`src/rtl/password_mem_arbiter.sv`:
```
// Shares the password store memory port between the access-check FSM (port 0)
// and the password-update path (port 1); one transaction in flight at a time.
module password_mem_arbiter #(
  parameter int ADDR_W = 16,
  parameter int DATA_W = 16,
  parameter int RD_LAT = 1
) (
  input  logic              clk,
  input  logic              rst,
  input  logic              req0,
  input  logic              we0,
  input  logic [ADDR_W-1:0] addr0,
  input  logic [DATA_W-1:0] wdata0,
  output logic              gnt0,
  output logic              rvalid0,
  input  logic              req1,
  input  logic              we1,
  input  logic [ADDR_W-1:0] addr1,
  input  logic [DATA_W-1:0] wdata1,
  output logic              gnt1,
  output logic              rvalid1,
  output logic [DATA_W-1:0] rdata,
  output logic [ADDR_W-1:0] mem_addr,
  output logic [DATA_W-1:0] mem_wdata,
  output logic              mem_wren,
  input  logic [DATA_W-1:0] mem_rdata,
  output logic              busy
);

  typedef enum logic [1:0] {
    ST_IDLE,
    ST_ISSUE,
    ST_WAIT,
    ST_RESP
  } state_t;

  localparam int              CNT_W    = 3;
  localparam logic [CNT_W-1:0] CNT_LOAD = CNT_W'(RD_LAT - 1);

  state_t            state_q, state_d;
  logic [CNT_W-1:0]  cnt_q, cnt_d;
  logic              sel_q, sel_d;    // port owning the current transaction
  logic              we_q, we_d;
  logic              prio_q, prio_d;  // port favoured when both request
  logic [ADDR_W-1:0] mem_addr_q, mem_addr_d;
  logic [DATA_W-1:0] mem_wdata_q, mem_wdata_d;
  logic [DATA_W-1:0] rdata_q, rdata_d;
  logic              rvalid0_q, rvalid0_d;
  logic              rvalid1_q, rvalid1_d;
  logic              pick;

  always_comb begin
    // NOTE: every signal driven here gets a default first, so no path can infer a latch.
    state_d     = state_q;
    cnt_d       = cnt_q;
    sel_d       = sel_q;
    we_d        = we_q;
    prio_d      = prio_q;
    mem_addr_d  = mem_addr_q;
    mem_wdata_d = mem_wdata_q;
    rdata_d     = rdata_q;
    rvalid0_d   = 1'b0;
    rvalid1_d   = 1'b0;
    pick        = req1;
    if (req0 && req1) pick = prio_q;

    case (state_q)
      ST_IDLE: begin
        if (req0 || req1) begin
          sel_d       = pick;
          we_d        = pick ? we1 : we0;
          mem_addr_d  = pick ? addr1 : addr0;
          mem_wdata_d = pick ? wdata1 : wdata0;
          state_d     = ST_ISSUE;
        end
      end
      ST_ISSUE: begin
        prio_d = ~sel_q;
        if (we_q) begin
          state_d = ST_IDLE;
        end else begin
          cnt_d   = CNT_LOAD;
          state_d = (RD_LAT > 1) ? ST_WAIT : ST_RESP;
        end
      end
      ST_WAIT: begin
        cnt_d = cnt_q - CNT_W'(1);
        if (cnt_q == CNT_W'(1)) state_d = ST_RESP;
      end
      ST_RESP: begin
        // Data is valid now; the owner sees rvalid in the following IDLE cycle.
        rdata_d   = mem_rdata;
        rvalid0_d = ~sel_q;
        rvalid1_d = sel_q;
        state_d   = ST_IDLE;
      end
      default: state_d = ST_IDLE;
    endcase
  end

  always_ff @(posedge clk or negedge rst) begin
    // NOTE: sequential state uses non-blocking assignments so every flop samples pre-edge values.
    if (!rst) begin
      state_q     <= ST_IDLE;
      cnt_q       <= '0;
      sel_q       <= 1'b0;
      we_q        <= 1'b0;
      prio_q      <= 1'b0;
      mem_addr_q  <= '0;
      mem_wdata_q <= '0;
      rdata_q     <= '0;
      rvalid0_q   <= 1'b0;
      rvalid1_q   <= 1'b0;
    end else begin
      state_q     <= state_d;
      cnt_q       <= cnt_d;
      sel_q       <= sel_d;
      we_q        <= we_d;
      prio_q      <= prio_d;
      mem_addr_q  <= mem_addr_d;
      mem_wdata_q <= mem_wdata_d;
      rdata_q     <= rdata_d;
      rvalid0_q   <= rvalid0_d;
      rvalid1_q   <= rvalid1_d;
    end
  end

  assign gnt0      = (state_q == ST_ISSUE) && !sel_q;
  assign gnt1      = (state_q == ST_ISSUE) && sel_q;
  assign mem_wren  = (state_q == ST_ISSUE) && we_q;
  assign busy      = (state_q == ST_ISSUE) || (state_q == ST_WAIT);
  assign rvalid0   = rvalid0_q;
  assign rvalid1   = rvalid1_q;
  assign rdata     = rdata_q;
  assign mem_addr  = mem_addr_q;
  assign mem_wdata = mem_wdata_q;

endmodule

```
`config.mk`:
```
export PLATFORM = sky130hd
export DESIGN_NAME = password_mem_arbiter
export DESIGN_NICKNAME = d
export VERILOG_FILES = /design/src/rtl/password_mem_arbiter.sv
export SDC_FILE = /design/constraint.sdc
export NUM_CORES = 1
export LEC_CHECK = 0
export BUFFER_PORTS_ARGS = -buffer_cell sky130_fd_sc_hd__buf_2
export CAP_MARGIN = 10
export CORE_MARGIN = 2
export CORE_UTILIZATION = 43
export CTS_BUF_LIST = sky130_fd_sc_hd__clkbuf_8
export CTS_CLUSTER_DIAMETER = 80
export DETAILED_ROUTE_END_ITERATION = 12
export PLACE_DENSITY = 0.78
export SLEW_MARGIN = 15
export SYNTH_ARGS = -nofsm -noshare
export SYNTH_HDL_FRONTEND = slang
export SYNTH_SLANG_ARGS = --single-unit
```
`constraint.sdc`:
```
create_clock -name clk -period 1.44 [get_ports clk]
set_clock_uncertainty 0.15 [all_clocks]
set_input_delay 0.072 -clock clk [delete_from_list [all_inputs] [get_ports clk]]
set_output_delay 0.072 -clock clk [all_outputs]
set_load 0.02 [all_outputs]
```
==> results.tsv, run 1 <==
stage	metric	value	unit
outcome	status	complete, but fails checks	
outcome	failing checks	negative setup slack	
pwr	pwr/cell area	2042	nW/um^2
route	drt wl/cell	16.89	um
grt	GRT met3 Usage	5.333	%
layout	Post-layout nets	610	
critical_path	CP arrival	1.71	ns
layout	final core utilization	78.66	%
layout	Layout Cells excl Fill	602	
logic_synthesis	post-synthesis sequential area ratio	49.30	%
logic_synthesis	post-synth cell types	30	
grt	pin count of the biggest net entering global routing	59	
timing	Max-Slew Margin vs Limit	65.85	%
clock_tree	CTS tree	built	
critical_path	RR Endpoint	we_q	
layout	Layout area overhead	79.52	%
grt	vias in the first global route	3176	
route	Iter 0 DRT Violations	97	
clock_tree	CTS root buf	clkbuf_8	
logic_synthesis	Async SR Flop Fraction	100.0	%
pwr	clock share of power	18.4	%
die	core area	6719	sq um
critical_path	CP endpoint kind	flop	
critical_path	Reg2Reg Setup Slack	-0.18	ns
clock_tree	clk_lat worst skew	0.32	ns
pwr	Power Internal	6.551	mW
timing	Max Slew Vio Count	0	
grt	GR Util met2	46.71	%
die	Die Wd	86.75	um
die	Die Height	86.75	um
pwr	Logic pwr share	55.0	%
critical_path	RR Startpoint	state_q[1]	
timing	final worst slack	-0.1840	ns
logic_synthesis	Yosys warning count	0	
placement	PortBufs	139	
critical_path	Critical Path Start Type	flop	
timing	final setup vio count	60	
critical_path	worst-path maximum fanout	7	
logic_synthesis	Yosys reg bits	58	
clock_tree	clk slew on worst S/H paths	0.07	ns
logic_synthesis	syn_area_per_cell	10.74	sq um
layout	ANT cells	0	
timing	sum of negative setup slack	-5.318	ns
die	DIE AREA	7525	sq um
pwr	P_sw	4.243	mW
critical_path	crit-path cells	inv_2, buf_6, ha_4, o21a_4, buf_6, buf_12, nor2_1, a31oi_2	
critical_path	CP max stage cell	dfrtp_2	
worst_hold_path	Hold Path Class	in -> async	
timing	Slew @ Worst Pin	0.5114	ns
grt	first-pass GRT wire length	15.10	mm
timing	Tmin final	1.624	ns
clock_tree	clk sink count	58	
route	post-route DRC violation count	0	
route	Routed Antenna Nets	0	
grt	met1 Resource Use GR	30.60	%
timing	WHS	0.1484	ns
placement	Cell Area, Placed	3839	sq um
timing	Fin. Hold Viols	0	
grt	initial antenna violation count	0	
critical_path	Crit path required time	1.53	ns
route	routed via count divided by cell count	5.178	
logic_synthesis	Gate Count Post-Synth	274	
clock_tree	CTS buffer count	9	
grt	most used routing layer in global routing	met2	
logic_synthesis	post-synthesis cell area	2944	sq um
route	vias post-DR	3117	
pwr	maximum VDD drop	933.5	uV
grt	Tot GR Track Use	25.86	%
layout	most common cell after layout, fill and taps aside	buf_2	
die	num ports	140	
logic_synthesis	Most used DFF post-synth	dfrtp_1	
layout	proportion of layout cells with a drive suffix above 1	48.47	%
placement	DP Wirelength	5.374	mm
clock_tree	CTS max path bufs	2	
pwr	Leakage	2.348	nW
placement	placed cells	490	
logic_synthesis	syn nets	367	
route	First-pass DRT Iterations	5	
clock_tree	H-tree levels	3	
critical_path	Crit path largest cell delay	0.41	ns
critical_path	Worst Reg-to-Reg Cells	8	
die	Row Count	30	
placement	Placement Setup Slack	-0.2107	ns
timing	RSZ-0062 raised after global routing	yes	
timing	Final period util	112.8	%
critical_path	CP Class	reg -> reg	
critical_path	most frequent CP cell	buf_6	
timing	Fmax	615.8	MHz
die	Initial Util	43.82	%
pwr	Final Total Pwr	10.79	mW
layout	fin area	5285	sq um
route	total wire length	10.17	mm
placement	routability cong.	0.6901	
pwr	part of the power in registers	26.6	%
layout	most frequent cells in the layout	buf_2 (135), dlygate4sd3_1 (83), dfrtp_1 (57)	
grt	grt total ovfl	0	
layout	Fill cells	418	
pwr	sw frac	39.31	%
logic_synthesis	EDFF count, synth	0	
run	max-cap viol count	0	
-- flip-flops by register name, summed over array words and instances (netlist names) --
register / cells
mem_wdata: 16
rvalid1: 1
rdata: 16
cnt_q: 3
we_q: 1
mem_addr: 16
state_q: 2
prio_q: 1
sel_q: 1
rvalid0: 1
-- repair_timing --
| item | 4_1_cts | 5_1_grt |
|---|---|---|
| resized for setup | 30 | 19 |
| pin swaps | 6 | 3 |
| buffers inserted | 7 | 2 |
| gates cloned | 2 | 3 |
| hold buffers | 83 | 0 |
| hold endpoints to repair | 107 | 0 |
| endpoints found under the setup margin | 60 | 59 |
-- power groups by stage --
stage	registers, mW	logic [mW]	clock network [mW]
floorplan	3.70	2.33	0
global placement	2.81	4.56	0
detailed placement	2.84	4.70	0
CTS	2.83	5.53	2.03
global route	2.96	6.36	2.09
finish	2.87	5.93	1.99
-- synthesized netlist by cell type, types with 2 or more instances --
| cell | number | area [sq um] |
|---|---|---|
| dfrtp_1 | 58 | 1451 |
| nor2_1 | 38 | 142.6 |
| nand3_1 | 34 | 170.2 |
| o21ai_0 | 34 | 170.2 |
| a31oi_2 | 30 | 375.4 |
| buf_2 | 11 | 55.05 |
| mux2_1 | 9 | 101.4 |
| mux2_2 | 8 | 90.09 |
| ha_1 | 7 | 87.58 |
| clkbuf_1 | 6 | 22.52 |
| inv_1 | 6 | 22.52 |
| buf_6 | 5 | 56.30 |
| nand2_1 | 5 | 18.77 |
| a31oi_1 | 3 | 18.77 |
| and2_1 | 2 | 12.51 |
| nand2b_1 | 2 | 12.51 |
| nor2b_1 | 2 | 12.51 |
| o21ai_1 | 2 | 10.01 |
-- logic make-up (layout without fill, tap and decap cells) --
kind of cell	after synthesis	after routing	synth area share (%)
and+or+nand+nor	86	86	13.51
DFF	58	58	49.30
buffers and inverters	30	278	5.694
adders and majority gates	7	7	2.975
AOI/OAI and AO/OA	76	76	22.01
muxes	17	17	6.503
-- how the worst max path moves through the flow --
| stage | from | to | slack, ns |
|---|---|---|---|
| floorplan | cnt_q[1] | state_q[1] | -0.09 |
| global placement | state_q[1] | state_q[1] | -0.12 |
| detailed placement | state_q[1] | cnt_q[2] | -0.21 |
| CTS | state_q[1] | state_q[1] | -0.16 |
| global route | state_q[1] | mem_addr[7] | -0.26 |
| finish | state_q[1] | we_q | -0.18 |
-- routing by layer --
layer	up-vias	part of all wire (%)
met5	-	0
met4	0	1.6
met3	19	6.0
met2	126	53
met1	1506	39
li1	1466	-
-- critical path: cells and delay by family (launching register included) --
family                   cells  cell delay (ns)
adder cells (fa/ha/maj)      1             0.15
flip-flops                   1             0.41
buffers and inverters        4             0.43
AND/OR/NAND/NOR              1             0.06
AO/OA/AOI/OAI                2             0.34
-- area by class of cell --
cell class / count / area [sq um] / share of cell area [%]
clock buffers: 10 / 137.6 / 2.604
clock inverters: 6 / 128.9 / 2.438
inverters: 7 / 28.78 / 0.5445
multi-input cells: 186 / 1471 / 27.84
flip-flops and latches: 58 / 1453 / 27.49
well taps: 80 / 100.1 / 1.894
repair buffers: 255 / 1966 / 37.19
(Power assumes the default switching activity.)
==> run 2: changes to the inputs <==
Settings changed: CELL_PAD_IN_SITES_DETAIL_PLACEMENT set to 0, CELL_PAD_IN_SITES_GLOBAL_PLACEMENT set to 2, CORE_UTILIZATION 43 to 25, PLACE_DENSITY 0.78 to not set, PLACE_DENSITY_LB_ADDON set to 0.1.
==> run 2 against run 1 <==
Effect of this change: the flow still finishes with violations (negative setup slack); hold slack worse by 0.037 ns; via count shrank 0.64%; sequential share of layout area decreased by 2.1 points; setup slack worse by 0.0011 ns; global-route usage down 9.1 points; largest cell class unchanged; register-to-register slack hardly changed; combinational power grew 16%; sequential power up 3%; non-clock buffer count is 12 higher.
==> results.tsv, run 2 (synthesized netlist as in run 1, its figures left out) <==
stage	metric	value	unit
outcome	status	complete, but fails checks	
outcome	failing checks	negative setup slack	
timing	final worst slack	-0.1850	ns
clock_tree	clk sink count	58	
layout	most frequent cells in the layout	buf_2 (135), dlygate4sd3_1 (84), dfrtp_1 (57)	
critical_path	CP endpoint kind	flop	
timing	RSZ-0062 raised after global routing	yes	
clock_tree	CTS max path bufs	2	
route	routed via count divided by cell count	4.575	
clock_tree	CTS root buf	clkbuf_8	
critical_path	Crit path required time	1.51	ns
timing	Tmin final	1.625	ns
critical_path	CP Class	reg -> reg	
timing	Fmax	615.4	MHz
route	Routed Antenna Nets	0	
layout	Post-layout nets	622	
pwr	Leakage	2.448	nW
clock_tree	clk_lat worst skew	0.34	ns
pwr	maximum VDD drop	814.3	uV
timing	Slew @ Worst Pin	0.5778	ns
die	num ports	140	
grt	first-pass GRT wire length	16.57	mm
placement	DP Wirelength	5.885	mm
die	DIE AREA	12660	sq um
critical_path	Critical Path Start Type	flop	
timing	Final period util	112.8	%
clock_tree	CTS buffer count	9	
critical_path	CP arrival	1.70	ns
grt	initial antenna violation count	1	
run	max-cap viol count	0	
pwr	pwr/cell area	2027	nW/um^2
placement	PortBufs	139	
layout	final core utilization	49.96	%
layout	Layout Cells excl Fill	677	
placement	placed cells	551	
grt	vias in the first global route	3267	
critical_path	worst-path maximum fanout	3	
die	core area	11470	sq um
worst_hold_path	Hold Path Class	in -> async	
route	drt wl/cell	15.41	um
die	Die Height	112.5	um
die	Die Wd	112.5	um
timing	final setup vio count	51	
layout	Layout area overhead	94.60	%
clock_tree	clk slew on worst S/H paths	0.08	ns
timing	Max Slew Vio Count	0	
layout	ANT cells	0	
route	vias post-DR	3097	
clock_tree	CTS tree	built	
clock_tree	H-tree levels	3	
die	Row Count	39	
grt	Tot GR Track Use	16.73	%
layout	most common cell after layout, fill and taps aside	buf_2	
placement	routability cong.	0.7150	
die	Initial Util	25.67	%
layout	proportion of layout cells with a drive suffix above 1	53.75	%
grt	grt total ovfl	0	
timing	Max-Slew Margin vs Limit	61.42	%
timing	Fin. Hold Viols	0	
route	total wire length	10.43	mm
route	First-pass DRT Iterations	4	
grt	pin count of the biggest net entering global routing	59	
route	post-route DRC violation count	0	
route	Iter 0 DRT Violations	118	
run 2: cell count changes in the layout (fill, tap and decap cells not counted), moves of 2 or more:
cell,delta
a31oi_2,-3
a31oi_4,+3
buf_12,+4
buf_16,+5
buf_4,+4
buf_6,-2
bufinv_16,-2
clkinv_4,+3
nor2_1,-22
nor2_2,+6
nor2_4,+16
o21ai_0,-2
o21ai_1,+2
run 2: worst paths after layout:
check | to | slack (ns) | from | cells past startpoint
min in group clk | mem_addr[11] | 0.13 | req1 | 4
setup reg to reg | state_q[1] | -0.19 | state_q[0] | 5
max in group asynchronous | mem_wdata[14] | 0.74 | rst | 3
setup / recovery | state_q[1] | -0.19 | state_q[0] | 5
hold / removal | rdata[14] | 0.11 | rst | 3
hold reg to reg | rdata[7] | 0.33 | rdata[7] | 1
run 2: cell type report:
| type | instances | area, sq um |
|---|---|---|
| Multi-Input combinational cell | 186 | 1642 |
| Timing Repair Buffer | 267 | 2201 |
| Clock inverter | 7 | 102.6 |
| Clock buffer | 9 | 123.9 |
| Tap cell | 143 | 178.9 |
| Fill cell | 1080 | 5738 |
| Inverter | 7 | 28.78 |
| Sequential cell | 58 | 1453 |
run 2: critical path, cell delays in order, from the launching register on:
cell      delay, ns
dfrtp_1        0.36
inv_2          0.08
buf_12         0.13
ha_4           0.16
a221oi_4       0.30
mux2_4         0.32
run 2: power breakdown:
group / switching, mW / internal, mW / total, mW
Combinational: 3.43 / 3.46 / 6.90
Clock: 0.766 / 0.989 / 1.76
Sequential: 0.548 / 2.42 / 2.96
run 2: per-stage QoR:
stage | power [mW] | setup WS, ns | setup TNS [ns] | hold WS [ns] | instance area, sq um
2_1_floorplan | 6.029 | -0.09005 | -0.6340 | -0.3736 | 2992
3_3_place_gp | 7.536 | -0.1254 | -2.523 | -0.03572 | 3915
3_5_place_dp | 7.580 | -0.1808 | -3.444 | -0.03775 | 3915
4_1_cts | 11.05 | -0.1674 | -4.973 | 0.1109 | 5472
5_1_grt | 12.33 | -0.2232 | -7.747 | 0.1274 | 5729
6_report | 11.62 | -0.1850 | -4.999 | 0.1115 | 5729
run 2: repair_timing:
item / CTS / global route
resized for setup: 43 / 57
pin swaps: 4 / 4
buffers inserted: 17 / 2
cloned: 7 / 2
hold buffers: 84 / 0
endpoints found under the setup margin: 60 / 59
endpoints found under the hold margin: 108 / 0
run 2: layer usage:
| metal | track usage [%] | up-vias | routed length (um) |
|---|---|---|---|
| li1 | - | 1493 | - |
| met1 | 20.74 | 1479 | 4666 |
| met2 | 28.27 | 110 | 4987 |
| met3 | 4.752 | 13 | 620 |
| met4 | 5.203 | 2 | 141 |
| met5 | 0 | - | 16 |
